==> src/rtl/mod_counter_sequencer.sv <==
// mod_counter_sequencer
// Steps a 32-bit MOD counter through a programmed table of phases. Each phase
// loads its own MOD and preload values and runs for a set number of rollovers.
// A schedule can optionally loop back to phase 0 after its last phase.
// Build option: define SEQ_TIMEOUT_EN to give up on a counter that does not
// acknowledge Start/Stop through its Running flag within ACK_TIMEOUT cycles.
module mod_counter_sequencer #(
   parameter int NUM_PHASES   = 4,
   parameter int REPEAT_WIDTH = 16,
   parameter int ACK_TIMEOUT  = 8,
   localparam int IDX_W       = $clog2(NUM_PHASES)
) (
   input  logic                    Clk_In,
   input  logic                    Reset_n_In,
   input  logic                    Cfg_Write_In,
   input  logic [IDX_W-1:0]        Cfg_Index_In,
   input  logic [31:0]             Cfg_MOD_Value_In,
   input  logic [31:0]             Cfg_Preload_In,
   input  logic [REPEAT_WIDTH-1:0] Cfg_Repeat_In,
   input  logic [IDX_W-1:0]        Last_Phase_In,
   input  logic                    Loop_In,
   input  logic                    Go_In,
   input  logic                    Abort_In,
   input  logic                    Counter_Running_Flag_In,
   input  logic                    Counter_Rollover_Flag_In,
   output logic                    Counter_Enable_Out,
   output logic                    Start_Counter_Command_Out,
   output logic                    Stop_Counter_Command_Out,
   output logic                    Load_Counter_Value_Command_Out,
   output logic [31:0]             Preload_Counter_Value_Out,
   output logic [31:0]             MOD_Value_Out,
   output logic                    Busy_Out,
   output logic [IDX_W-1:0]        Phase_Index_Out,
   output logic                    Phase_Done_Out,
   output logic                    Sequence_Done_Out,
   output logic                    Error_Out
);

   // Reject parameter sets the phase indexing and timeout logic cannot handle
   if ((NUM_PHASES < 2) || (NUM_PHASES > 16) ||
       ((NUM_PHASES & (NUM_PHASES - 1)) != 0) || (ACK_TIMEOUT < 1)) begin : g_param_check
      $error("mod_counter_sequencer: unsupported parameter set");
   end

   typedef enum logic [2:0] {
      IDLE, LOAD, START, WAIT_RUN, RUN, STOP, WAIT_STOP, NEXT
   } state_t;

   state_t                  state;
   logic [IDX_W-1:0]        last_phase;
   logic                    loop_en;
   logic [REPEAT_WIDTH-1:0] roll_cnt;

   logic [31:0]             mod_tab [NUM_PHASES];
   logic [31:0]             pre_tab [NUM_PHASES];
   logic [REPEAT_WIDTH-1:0] rep_tab [NUM_PHASES];

   logic [31:0]             cur_mod;
   logic [31:0]             cur_pre;
   logic [REPEAT_WIDTH-1:0] cur_rep;
   logic                    cur_valid;

`ifdef SEQ_TIMEOUT_EN
   localparam int TO_W = $clog2(ACK_TIMEOUT + 1);
   localparam logic [TO_W-1:0] TO_LAST = TO_W'(ACK_TIMEOUT - 1);
   logic [TO_W-1:0] wait_cnt;
`endif

   assign cur_mod   = mod_tab[Phase_Index_Out];
   assign cur_pre   = pre_tab[Phase_Index_Out];
   assign cur_rep   = rep_tab[Phase_Index_Out];
   assign cur_valid = (cur_mod >= 32'd2) && (cur_rep != '0);

   // Phase table: only written while the sequencer is idle and not winding down
   always_ff @(posedge Clk_In or negedge Reset_n_In) begin
      if (!Reset_n_In) begin
         for (int i = 0; i < NUM_PHASES; i++) begin
            mod_tab[i] <= '0;
            pre_tab[i] <= '0;
            rep_tab[i] <= '0;
         end
      end else if (Cfg_Write_In && (state == IDLE) && !Busy_Out) begin
         mod_tab[Cfg_Index_In] <= Cfg_MOD_Value_In;
         pre_tab[Cfg_Index_In] <= Cfg_Preload_In;
         rep_tab[Cfg_Index_In] <= Cfg_Repeat_In;
      end
   end

   // Sequencer FSM; every command and status output is registered here
   always_ff @(posedge Clk_In or negedge Reset_n_In) begin
      if (!Reset_n_In) begin
         state                          <= IDLE;
         last_phase                     <= '0;
         loop_en                        <= 1'b0;
         roll_cnt                       <= '0;
         Counter_Enable_Out             <= 1'b0;
         Start_Counter_Command_Out      <= 1'b0;
         Stop_Counter_Command_Out       <= 1'b0;
         Load_Counter_Value_Command_Out <= 1'b0;
         Preload_Counter_Value_Out      <= '0;
         MOD_Value_Out                  <= '0;
         Busy_Out                       <= 1'b0;
         Phase_Index_Out                <= '0;
         Phase_Done_Out                 <= 1'b0;
         Sequence_Done_Out              <= 1'b0;
         Error_Out                      <= 1'b0;
`ifdef SEQ_TIMEOUT_EN
         wait_cnt                       <= '0;
`endif
      end else begin
         Start_Counter_Command_Out      <= 1'b0;
         Stop_Counter_Command_Out       <= 1'b0;
         Load_Counter_Value_Command_Out  <= 1'b0;
         Phase_Done_Out                 <= 1'b0;
         Sequence_Done_Out              <= 1'b0;

         if (Abort_In && (state != IDLE)) begin
            state <= IDLE;
            case (state)
               START, WAIT_RUN, RUN, STOP: Stop_Counter_Command_Out <= 1'b1;
               default:                    Busy_Out <= 1'b0;
            endcase
         end else begin
            case (state)
               IDLE: begin
                  Busy_Out <= 1'b0;
                  if (Go_In && !Abort_In && !Busy_Out) begin
                     last_phase         <= Last_Phase_In;
                     loop_en            <= Loop_In;
                     Phase_Index_Out    <= '0;
                     Busy_Out           <= 1'b1;
                     Counter_Enable_Out <= 1'b1;
                     Error_Out          <= 1'b0;
                     state              <= LOAD;
                  end
               end
               LOAD: begin
                  if (cur_valid) begin
                     MOD_Value_Out                  <= cur_mod;
                     Preload_Counter_Value_Out      <= cur_pre;
                     Load_Counter_Value_Command_Out <= 1'b1;
                     state                          <= START;
                  end else begin
                     Error_Out <= 1'b1;
                     state     <= NEXT;
                  end
               end
               START: begin
                  Start_Counter_Command_Out <= 1'b1;
                  roll_cnt                  <= '0;
`ifdef SEQ_TIMEOUT_EN
                  wait_cnt                  <= '0;
`endif
                  state                     <= WAIT_RUN;
               end
               WAIT_RUN: begin
                  if (Counter_Running_Flag_In) begin
                     state <= RUN;
                  end
`ifdef SEQ_TIMEOUT_EN
                  else if (wait_cnt == TO_LAST) begin
                     Error_Out                <= 1'b1;
                     Stop_Counter_Command_Out <= 1'b1;
                     state                    <= IDLE;
                  end else begin
                     wait_cnt <= wait_cnt + TO_W'(1);
                  end
`endif
               end
               RUN: begin
                  if (Counter_Rollover_Flag_In) begin
                     if (roll_cnt == (cur_rep - REPEAT_WIDTH'(1))) begin
                        state <= STOP;
                     end else begin
                        roll_cnt <= roll_cnt + REPEAT_WIDTH'(1);
                     end
                  end
               end
               STOP: begin
                  Stop_Counter_Command_Out <= 1'b1;
`ifdef SEQ_TIMEOUT_EN
                  wait_cnt                 <= '0;
`endif
                  state                    <= WAIT_STOP;
               end
               WAIT_STOP: begin
                  if (!Counter_Running_Flag_In) begin
                     Phase_Done_Out <= 1'b1;
                     state          <= NEXT;
                  end
`ifdef SEQ_TIMEOUT_EN
                  else if (wait_cnt == TO_LAST) begin
                     Error_Out                <= 1'b1;
                     Stop_Counter_Command_Out <= 1'b1;
                     state                    <= IDLE;
                  end else begin
                     wait_cnt <= wait_cnt + TO_W'(1);
                  end
`endif
               end
               NEXT: begin
                  if (Phase_Index_Out < last_phase) begin
                     Phase_Index_Out <= Phase_Index_Out + IDX_W'(1);
                     state           <= LOAD;
                  end else if (loop_en) begin
                     Phase_Index_Out <= '0;
                     state           <= LOAD;
                  end else begin
                     Sequence_Done_Out <= 1'b1;
                     Busy_Out          <= 1'b0;
                     state             <= IDLE;
                  end
               end
               default: state <= IDLE;
            endcase
         end
      end
   end

endmodule

==> config.mk <==
export PLATFORM = sky130hd
export DESIGN_NAME = mod_counter_sequencer
export DESIGN_NICKNAME = d
export VERILOG_FILES = /design/src/rtl/mod_counter_sequencer.sv
export SDC_FILE = /design/constraint.sdc
export NUM_CORES = 1
export LEC_CHECK = 0
export ABC_CLOCK_PERIOD_IN_PS = 8700
export BUFFER_PORTS_ARGS = -buffer_cell sky130_fd_sc_hd__buf_4
export CAP_MARGIN = 15
export CORE_ASPECT_RATIO = 0.8
export CORE_MARGIN = 2
export CORE_UTILIZATION = 55
export DETAILED_ROUTE_END_ITERATION = 7
export PLACE_DENSITY = 0.77
export SLEW_MARGIN = 10
export SYNTH_ARGS = -nofsm -noshare
export SYNTH_HDL_FRONTEND = slang
export SYNTH_SLANG_ARGS = --single-unit
==> constraint.sdc <==
create_clock -name Clk_In -period 8.7 [get_ports Clk_In]
set_input_delay 0.87 -clock Clk_In [delete_from_list [all_inputs] [get_ports Clk_In]]
set_output_delay 0.87 -clock Clk_In [all_outputs]
set_load 0.02 [all_outputs]
==> Word-level counts from Yosys, hierarchy flattened <==
Cells that the tools add are included.
{ "word_totals": {"regBits": 416, "latchBits": 0, "ramBits": 0, "mem_bits_ro": 0, "inputBits": 92, "elab_cells": 140, "n_memories": 0} }
{ "classes": {"add_sub_neg": 3, "multipliers": 0, "div": 0, "n_lt_le_gt_ge": 5, "n_eq_ne": 21, "n_shift": 0, "muxes": 57, "n_bitwise": 3, "reduce_logical": 24} }
{ "op_table": {"columns": ["operator", "n"], "rows": [
  ["$bwmux W128", 2],
  ["$mux W32", 5],
  ["$bmux W32 S2", 2],
  ["$mux W16", 5],
  ["$bwmux W64", 1],
  ["$demux W32 S2", 1],
  ["$bmux W16 S2", 1],
  ["$demux W16 S2", 1],
  ["$ge A32 B2 Y1 const B", 1],
  ["$pmux W16 S2", 1],
  ["$mux W1", 24],
  ["$pmux W3 S8", 1],
  ["$mux W3", 7],
  ["$ne A3 B3 Y1 const B", 7],
  ["$add A16 B1 Y16 const B", 1],
  ["$eq A16 B16 Y1", 1],
  ["$reduce_and A4 Y1", 4],
  ["$reduce_bool A16 Y1", 1],
  ["$sub A16 B1 Y16 const B", 1],
  ["$eq A3 B3 Y1 const B", 4],
  ["$ne A2 B2 Y1 const B", 4],
  ["$logic_and A1 B1 Y1", 7],
  ["$eq A3 B2 Y1 const B", 2],
  ["$ge A3 B3 Y1 const B", 2],
  ["18 further kinds", 27]
]} }

==> Logic depth before layout (Yosys ltp) <==
Gate-level depths: netlist of the first run.
{ "depth": {"ltp_word": 10, "depth_mapped": 15} }

==> Worst setup path after synthesis of the first run <==
Ideal clock, no wire load.
{ "synth_path": {"path_kind": "register -> register", "start": "register Phase_Index_Out[1]", "end": "register roll_cnt[11]", "setup_time_ns": 0.078, "arrival_time_ns": 3.566, "t_required_ns": 8.622, "setup_slack_ns": 5.056, "stages_incl_launch_ff": 15, "path_buffers": 2, "synth_period_minus_slack_ns": 3.644, "path_cell_list": "dfrtp_1 > buf_1 > mux4_2 > inv_1 > ha_1 > and2_1 > a22o_1 > and3_1 > o41ai_1 > nor4bb_1 > o2111a_2 > a311o_1 > buf_6 > or3_1 > a21oi_1"} }
{ "synth_via": {"elab_chain_cells": 8} }
{ "synth_rtl": {"columns": ["item", "line", "source"], "rows": [
  ["from (decl)", "33", "output logic [IDX_W-1:0] Phase_Index_Out,"],
  ["from (signal assigned)", "203", "Phase_Index_Out <= Phase_Index_Out + IDX_W'(1);"],
  ["$not A2 Y3 (not written as such)", "71", "assign cur_rep = rep_tab[Phase_Index_Out];"],
  ["$bmux W16 S2", "71", null],
  ["$mux W16 (not written as such) (2 in a row)", "71", null],
  ["$sub A16 B1 Y16", "172", "if (roll_cnt == (cur_rep - REPEAT_WIDTH'(1))) begin"],
  ["$eq A16 B16 Y1", "172", null],
  ["$ne A2 B2 Y1 (no line)", null, null],
  ["$reduce_and A4 Y1 (no line)", null, null],
  ["to (signal assigned)", "175", "roll_cnt <= roll_cnt + REPEAT_WIDTH'(1);"],
  ["to (decl)", "52", "logic [REPEAT_WIDTH-1:0] roll_cnt;"]
]} }
Every way passes these cells. The select of a mux whose other input is x is not followed.
A chain may end at the register's enable or synchronous reset.

==> Worst setup path in the final report of the first run <==
{ "layout_path": {"start": "register Phase_Index_Out[1]", "end": "register roll_cnt[12]"} }
The elaborated chain is that of the path after synthesis.

==> flow_metrics.tcl, run 1 <==
set metrics [dict create \
    syn_to_final_growth_pct 16.3 \
    firstDrtPassIters 4 \
    yosys.area_share.simple 0.0459 \
    hpwlAfterDp_um 25200 \
    most-common-layout-cells "dfrtp_1, mux2_2, buf_4, mux4_2, clkbuf_16" \
    arrival_ns 5.38 \
    cts-root-buf "clkbuf_16" \
    reg2reg_to "roll_cnt[12]" \
    cp-end-kind "flip-flop" \
    slowest_delay_ns 0.97 \
    synthAdderAreaFrac 0.00538 \
    crit_fanout 51 \
    cts_htree_levels 2 \
    finalWirelength_um 40000 \
    async_reset_ff_frac 1.00 \
    clk_path_buf_depth 3 \
    ys.flop_type "dfrtp_1" \
    syn_nets 1332 \
    cp-startpoint "Phase_Index_Out[1]" \
    drc 0 \
    ys_ff_latch 416 \
    critPathTopFamily "compound AO/OA/AOI/OAI gates" \
    vias 11100 \
    rrSetupSlack_ns 3.80 \
    drv_cap 0 \
    grt_max_degree 171 \
    start_util 0.556 \
    synthCells 1232 \
    ios 166 \
    place_ws_ns 3.86 \
    setup_violations 0 \
    die-area_um2 35300 \
    crit_cells 13 \
    fmax_mhz 204 \
    finalPower_mw 7.80 \
    path_cells "buf_4 > mux4_2 > inv_1 > ha_1 > and2_1 > a22o_1 > and3_1 > o41ai_1 > nor4bb_1 > o2111a_2 > a311o_1 > or4_1 > o21ai_1" \
    ant_nets 0 \
    drt_iter0_markers 694 \
    synth_edf_count 0 \
    port_buffers 165 \
    synth_mux_area_frac 0.333 \
    skew_ns 0.0228 \
    cts.sinks 416 \
    slew_headroom 0.288 \
    die_w_um 210 \
    clk_latency_ns 0.57 \
    grt_use_total 0.234 \
    final_common_cell "dfrtp_1" \
    avgViaCountPerCell 6.00 \
    outcome "finished, final reports clean" \
    grt_pass1_wl_um 65200 \
    timing.rr.start "Phase_Index_Out[1]" \
    cts-resized-gates 0 \
    power_density_nw_per_um2 360 \
    slew_violations 0 \
    postCtsHoldBufs 0 \
    utilization 0.647 \
    cp-start-kind "flip-flop" \
    nNetsFinal 1483 \
    core_area_um2 33500 \
    tightestPinTransition_ns 1.07 \
    ys_types 66 \
    grt-ovfl-total 0 \
    synth_compound_area_frac 0.0277 \
    yosys.area_share.xor_xnor 0.0103 \
    clk_pin_slew_ns 0.06 \
    yosysWarnings 0 \
    cts_tree "built" \
    hold_class "primary input to asynchronous set/reset pin" \
    fin_crit_sh 0.563 \
    layout_setup_ws_ns 3.80 \
    fillers 2452 \
    seq_area_frac_synth 0.559 \
    synth.avg_cell_area_um2 15.1 \
    crit_path_end "roll_cnt[12]" \
    period_needed_ns 4.90 \
    cp.required_ns 9.18 \
    drive_gt1_frac 0.511 \
    finalHoldViolations 0 \
    cts_made_buffers 41 \
    r2r.worst_path.cells 13 \
    num_rows 60 \
    critical_path_buf_inv_count 2 \
    rsz0062_at_grt "false" \
    synth_area_um2 18600 \
    grt_antenna_before_repair 1 \
    peakVddDrop_mv 0.159 \
    crit_type "flip-flop to flip-flop" \
    slowest_stage "dfrtp_4" \
    tns_ns 0 \
    p_leak_nw 9.44 \
    routedWlPerCell_um 21.7 \
    synth_top_family_by_area "multiplexers" \
    place_congestion 0.892 \
    die_h_um 169 \
    grt_pass1_vias 11900 \
    post_cts_buffers 0 \
    whs_ns 0.359 \
]
-- final cells by class --
cell class | count | area, um2 | share of cell area
antenna | 1 | 2.50 | 0.000116
timing repair buffer | 177 | 1350 | 0.0623
clock buffer | 58 | 1180 | 0.0545
tap | 434 | 543 | 0.0251
multi-input combinational | 734 | 7900 | 0.365
sequential | 416 | 10400 | 0.481
inverter | 13 | 48.8 | 0.00225
clock inverter | 16 | 213 | 0.00983
-- cells by family after synthesis --
group,count (synthesis)
flops,416
mux,470
xor+xnor,22
simple gates,156
buf+inv,82
fa+ha+maj,8
compound gates,78
-- per-stage QoR --
| stage | instance area (um2) | cells |
|---|---|---|
| 6_report | 21600 | 1849 |
| 3_5_place_dp | 20300 | 1774 |
| 3_3_place_gp | 20300 | 1774 |
| 5_1_grt | 21600 | 1848 |
| 4_1_cts | 21600 | 1848 |
| 2_1_floorplan | 18600 | 1232 |
-- worst min-delay path by stage --
stage                             startpoint  slack [ns]  depth (start not counted)                  to
after global routing              Reset_n_In        0.43                          1          rep_tab[5]
after floorplan                      loop_en        0.44                          2             loop_en
final                             Reset_n_In        0.36                          1          rep_tab[5]
after detailed placement             loop_en        0.48                          2             loop_en
after CTS                         Reset_n_In        0.39                          1          rep_tab[5]
after global placement    Counter_Enable_Out        0.46                          1  Counter_Enable_Out
-- synth_stat cells (10+ instances only) --
cell | count | area [um2]
inv_1 | 13 | 48.8
mux4_2 | 78 | 1760
buf_2 | 10 | 50.1
nand3_1 | 17 | 85.1
nor4_1 | 11 | 68.8
or3_1 | 11 | 68.8
nand2_1 | 39 | 146
nor2_1 | 23 | 86.3
dfrtp_1 | 416 | 10400
a21oi_1 | 20 | 100
clkbuf_1 | 36 | 135
mux2_2 | 385 | 4340
xnor2_1 | 16 | 140
o21ai_0 | 16 | 80.1
buf_1 | 20 | 75.1
-- power by group --
part           switching [mW]  internal [mW]  total [mW]
logic                    1.18           1.51        2.69
clock network           0.763           1.05        1.81
registers               0.468           2.83        3.30
total                    2.41           5.39        7.80
-- registers in the layout, indices dropped and copies added (netlist names) --
| name | cells |
|---|---|
| pre_tab | 128 |
| Preload_Counter_Value_Out | 32 |
| MOD_Value_Out | 32 |
| Stop_Counter_Command_Out | 1 |
| Counter_Enable_Out | 1 |
| Load_Counter_Value_Command_Out | 1 |
| Error_Out | 1 |
| loop_en | 1 |
| Sequence_Done_Out | 1 |
| last_phase | 2 |
| Phase_Done_Out | 1 |
| Start_Counter_Command_Out | 1 |
| Phase_Index_Out | 2 |
| rep_tab | 64 |
| Busy_Out | 1 |
| state | 3 |
| roll_cnt | 16 |
| mod_tab | 128 |
-- routing by layer --
metal / global-route usage / part of all wire / vias to the layer above
met1: 0.329 / 0.45 / 5887
met3: 0.0406 / 0.044 / 57
met4: 0.0657 / 0.022 / 0
met2: 0.380 / 0.49 / 235
met5: 0 / 0 / -
li1: - / - / 4915
Power figures use the tool's default switching activity.
==> run 2, diff against run 1 <==
--- a/config.mk
+++ b/config.mk
@@ -5,7 +5,7 @@
 export SDC_FILE = /design/constraint.sdc
 export NUM_CORES = 1
 export LEC_CHECK = 0
-export ABC_CLOCK_PERIOD_IN_PS = 8700
+export ABC_CLOCK_PERIOD_IN_PS = 4730
 export BUFFER_PORTS_ARGS = -buffer_cell sky130_fd_sc_hd__buf_4
 export CAP_MARGIN = 15
 export CORE_ASPECT_RATIO = 0.8
==> constraint.sdc (replaced) <==
create_clock -name Clk_In -period 4.73 [get_ports Clk_In]
set_input_delay 0.473 -clock Clk_In [delete_from_list [all_inputs] [get_ports Clk_In]]
set_output_delay 0.473 -clock Clk_In [all_outputs]
set_load 0.02 [all_outputs]
==> run 2 against run 1 <==
Compared with the run above:
- wire length increased by 0.22%
- die area unchanged
- fmax increased by 20%
- combinational power increased by 86%
- design area increased by 0.32%
==> flow_metrics.tcl, run 2 (synthesized netlist as in run 1, its figures left out) <==
set metrics [dict create \
    outcome "finished, final reports clean" \
    power_density_nw_per_um2 659 \
    p_leak_nw 9.47 \
    final_area_um2 21700 \
    peakVddDrop_mv 0.491 \
    drt_iter0_markers 715 \
    drv_cap 0 \
    placed_cell_area_um2 20400 \
    drive_gt1_frac 0.509 \
    skew_ns 0.0221 \
    fin_crit_sh 0.866 \
    tns_ns 0 \
    slowest_stage "mux4_2" \
    setup_violations 0 \
    die-area_um2 35300 \
    period_needed_ns 4.10 \
    num_rows 60 \
    whs_ns 0.0386 \
    finalHoldViolations 0 \
    clk_latency_ns 0.55 \
    critPathTopFamily "compound AO/OA/AOI/OAI gates" \
    cp-end-kind "flip-flop" \
    final_cells 1852 \
    firstDrtPassIters 5 \
    dp_cells 1778 \
    drc 0 \
    tightestPinTransition_ns 1.00 \
    fmax_mhz 244 \
    clk_path_buf_depth 3 \
    cp-start-kind "flip-flop" \
    syn_to_final_growth_pct 16.6 \
    cts_made_buffers 41 \
    final_common_cell "dfrtp_1" \
    multiInputGateArea_um2 7900 \
    crit_type "flip-flop to flip-flop" \
    cts-resized-gates 0 \
    finalPower_mw 14.3 \
    slew_headroom 0.332 \
    routedWlPerCell_um 21.7 \
    vias 11100 \
    cts.sinks 416 \
    slew_violations 0 \
    crit_fanout 12 \
    start_util 0.556 \
    place_congestion 0.891 \
    clk_pin_slew_ns 0.07 \
    nNetsFinal 1487 \
    hold_class "primary input to asynchronous set/reset pin" \
    cts_tree "built" \
    hpwlAfterDp_um 25200 \
    cts_htree_levels 2 \
    grt-ovfl-total 0 \
    path_cells "buf_4 > mux4_2 > inv_1 > ha_1 > nor2b_1 > a22o_1 > nor3_1 > o41ai_1 > nor4bb_1 > o2111a_2 > a311o_1 > or4_1 > o21ai_1" \
    die_w_um 210 \
    critical_path_buf_inv_count 2 \
    avgViaCountPerCell 5.98 \
    layout_setup_ws_ns 0.633 \
    cts-root-buf "clkbuf_16" \
    post_cts_buffers 0 \
    die_h_um 169 \
    grt_max_degree 127 \
    fillers 2428 \
    core_area_um2 33500 \
    regArea_um2 10400 \
    arrival_ns 4.57 \
    postCtsHoldBufs 0 \
    rsz0062_at_grt "false" \
    ant_nets 0 \
    finalWirelength_um 40100 \
    cp.required_ns 5.20 \
    ios 166 \
    grt_pass1_vias 11800 \
    slowest_delay_ns 0.60 \
    most-common-layout-cells "dfrtp_1, mux2_2, buf_4, mux4_2, clkbuf_16" \
    largest_registers "mod_tab x128, pre_tab x128, rep_tab x64" \
    grt_antenna_before_repair 2 \
    place_ws_ns 0.661 \
    port_buffers 165 \
    grt_pass1_wl_um 65100 \
    utilization 0.649 \
    grt_use_total 0.234 \
]
==> run 2: cell types whose count changed in the layout (fill, tap and decap cells not counted), moves of 3 or more <==
cell / delta
buf_12: +7
clkinv_2: -3
buf_4: -3
clkbuf_1: +4
==> run 2: metal layers <==
metal	global-route usage	vias to the layer above	share of wire
li1	-	4934	-
met1	0.331	5817	0.45
met2	0.378	260	0.48
met3	0.0475	64	0.052
met4	0.0583	0	0.021
met5	0	-	0
==> run 2: final cells by class <==
type	instances	share of cell area
sequential	416	0.480
multi-input combinational	734	0.364
timing repair buffer	181	0.0675
clock buffer	63	0.0562
tap	434	0.0250
clock inverter	9	0.00559
inverter	13	0.00225
antenna	2	0.000230
==> run 2: path summary, 6_finish.rpt <==
path                       slack (ns)                 end                    start  cells after the start
setup / recovery                 0.63        roll_cnt[12]       Phase_Index_Out[0]                     13
hold / removal                   0.04         rep_tab[36]               Reset_n_In                      1
setup reg to reg                 0.63        roll_cnt[12]       Phase_Index_Out[0]                     13
hold reg to reg                  0.47  Counter_Enable_Out       Counter_Enable_Out                      1
max in group asynchronous        3.52        pre_tab[116]               Reset_n_In                      2
min in group Clk_In              0.11      Phase_Done_Out  Counter_Running_Flag_In                      2
==> run 2: power by group <==
part | internal (mW) | switching (mW) | leakage [nW]
Sequential | 5.21 | 0.861 | 5.14
Clock | 1.89 | 1.37 | 0.661
Combinational | 2.81 | 2.18 | 3.67
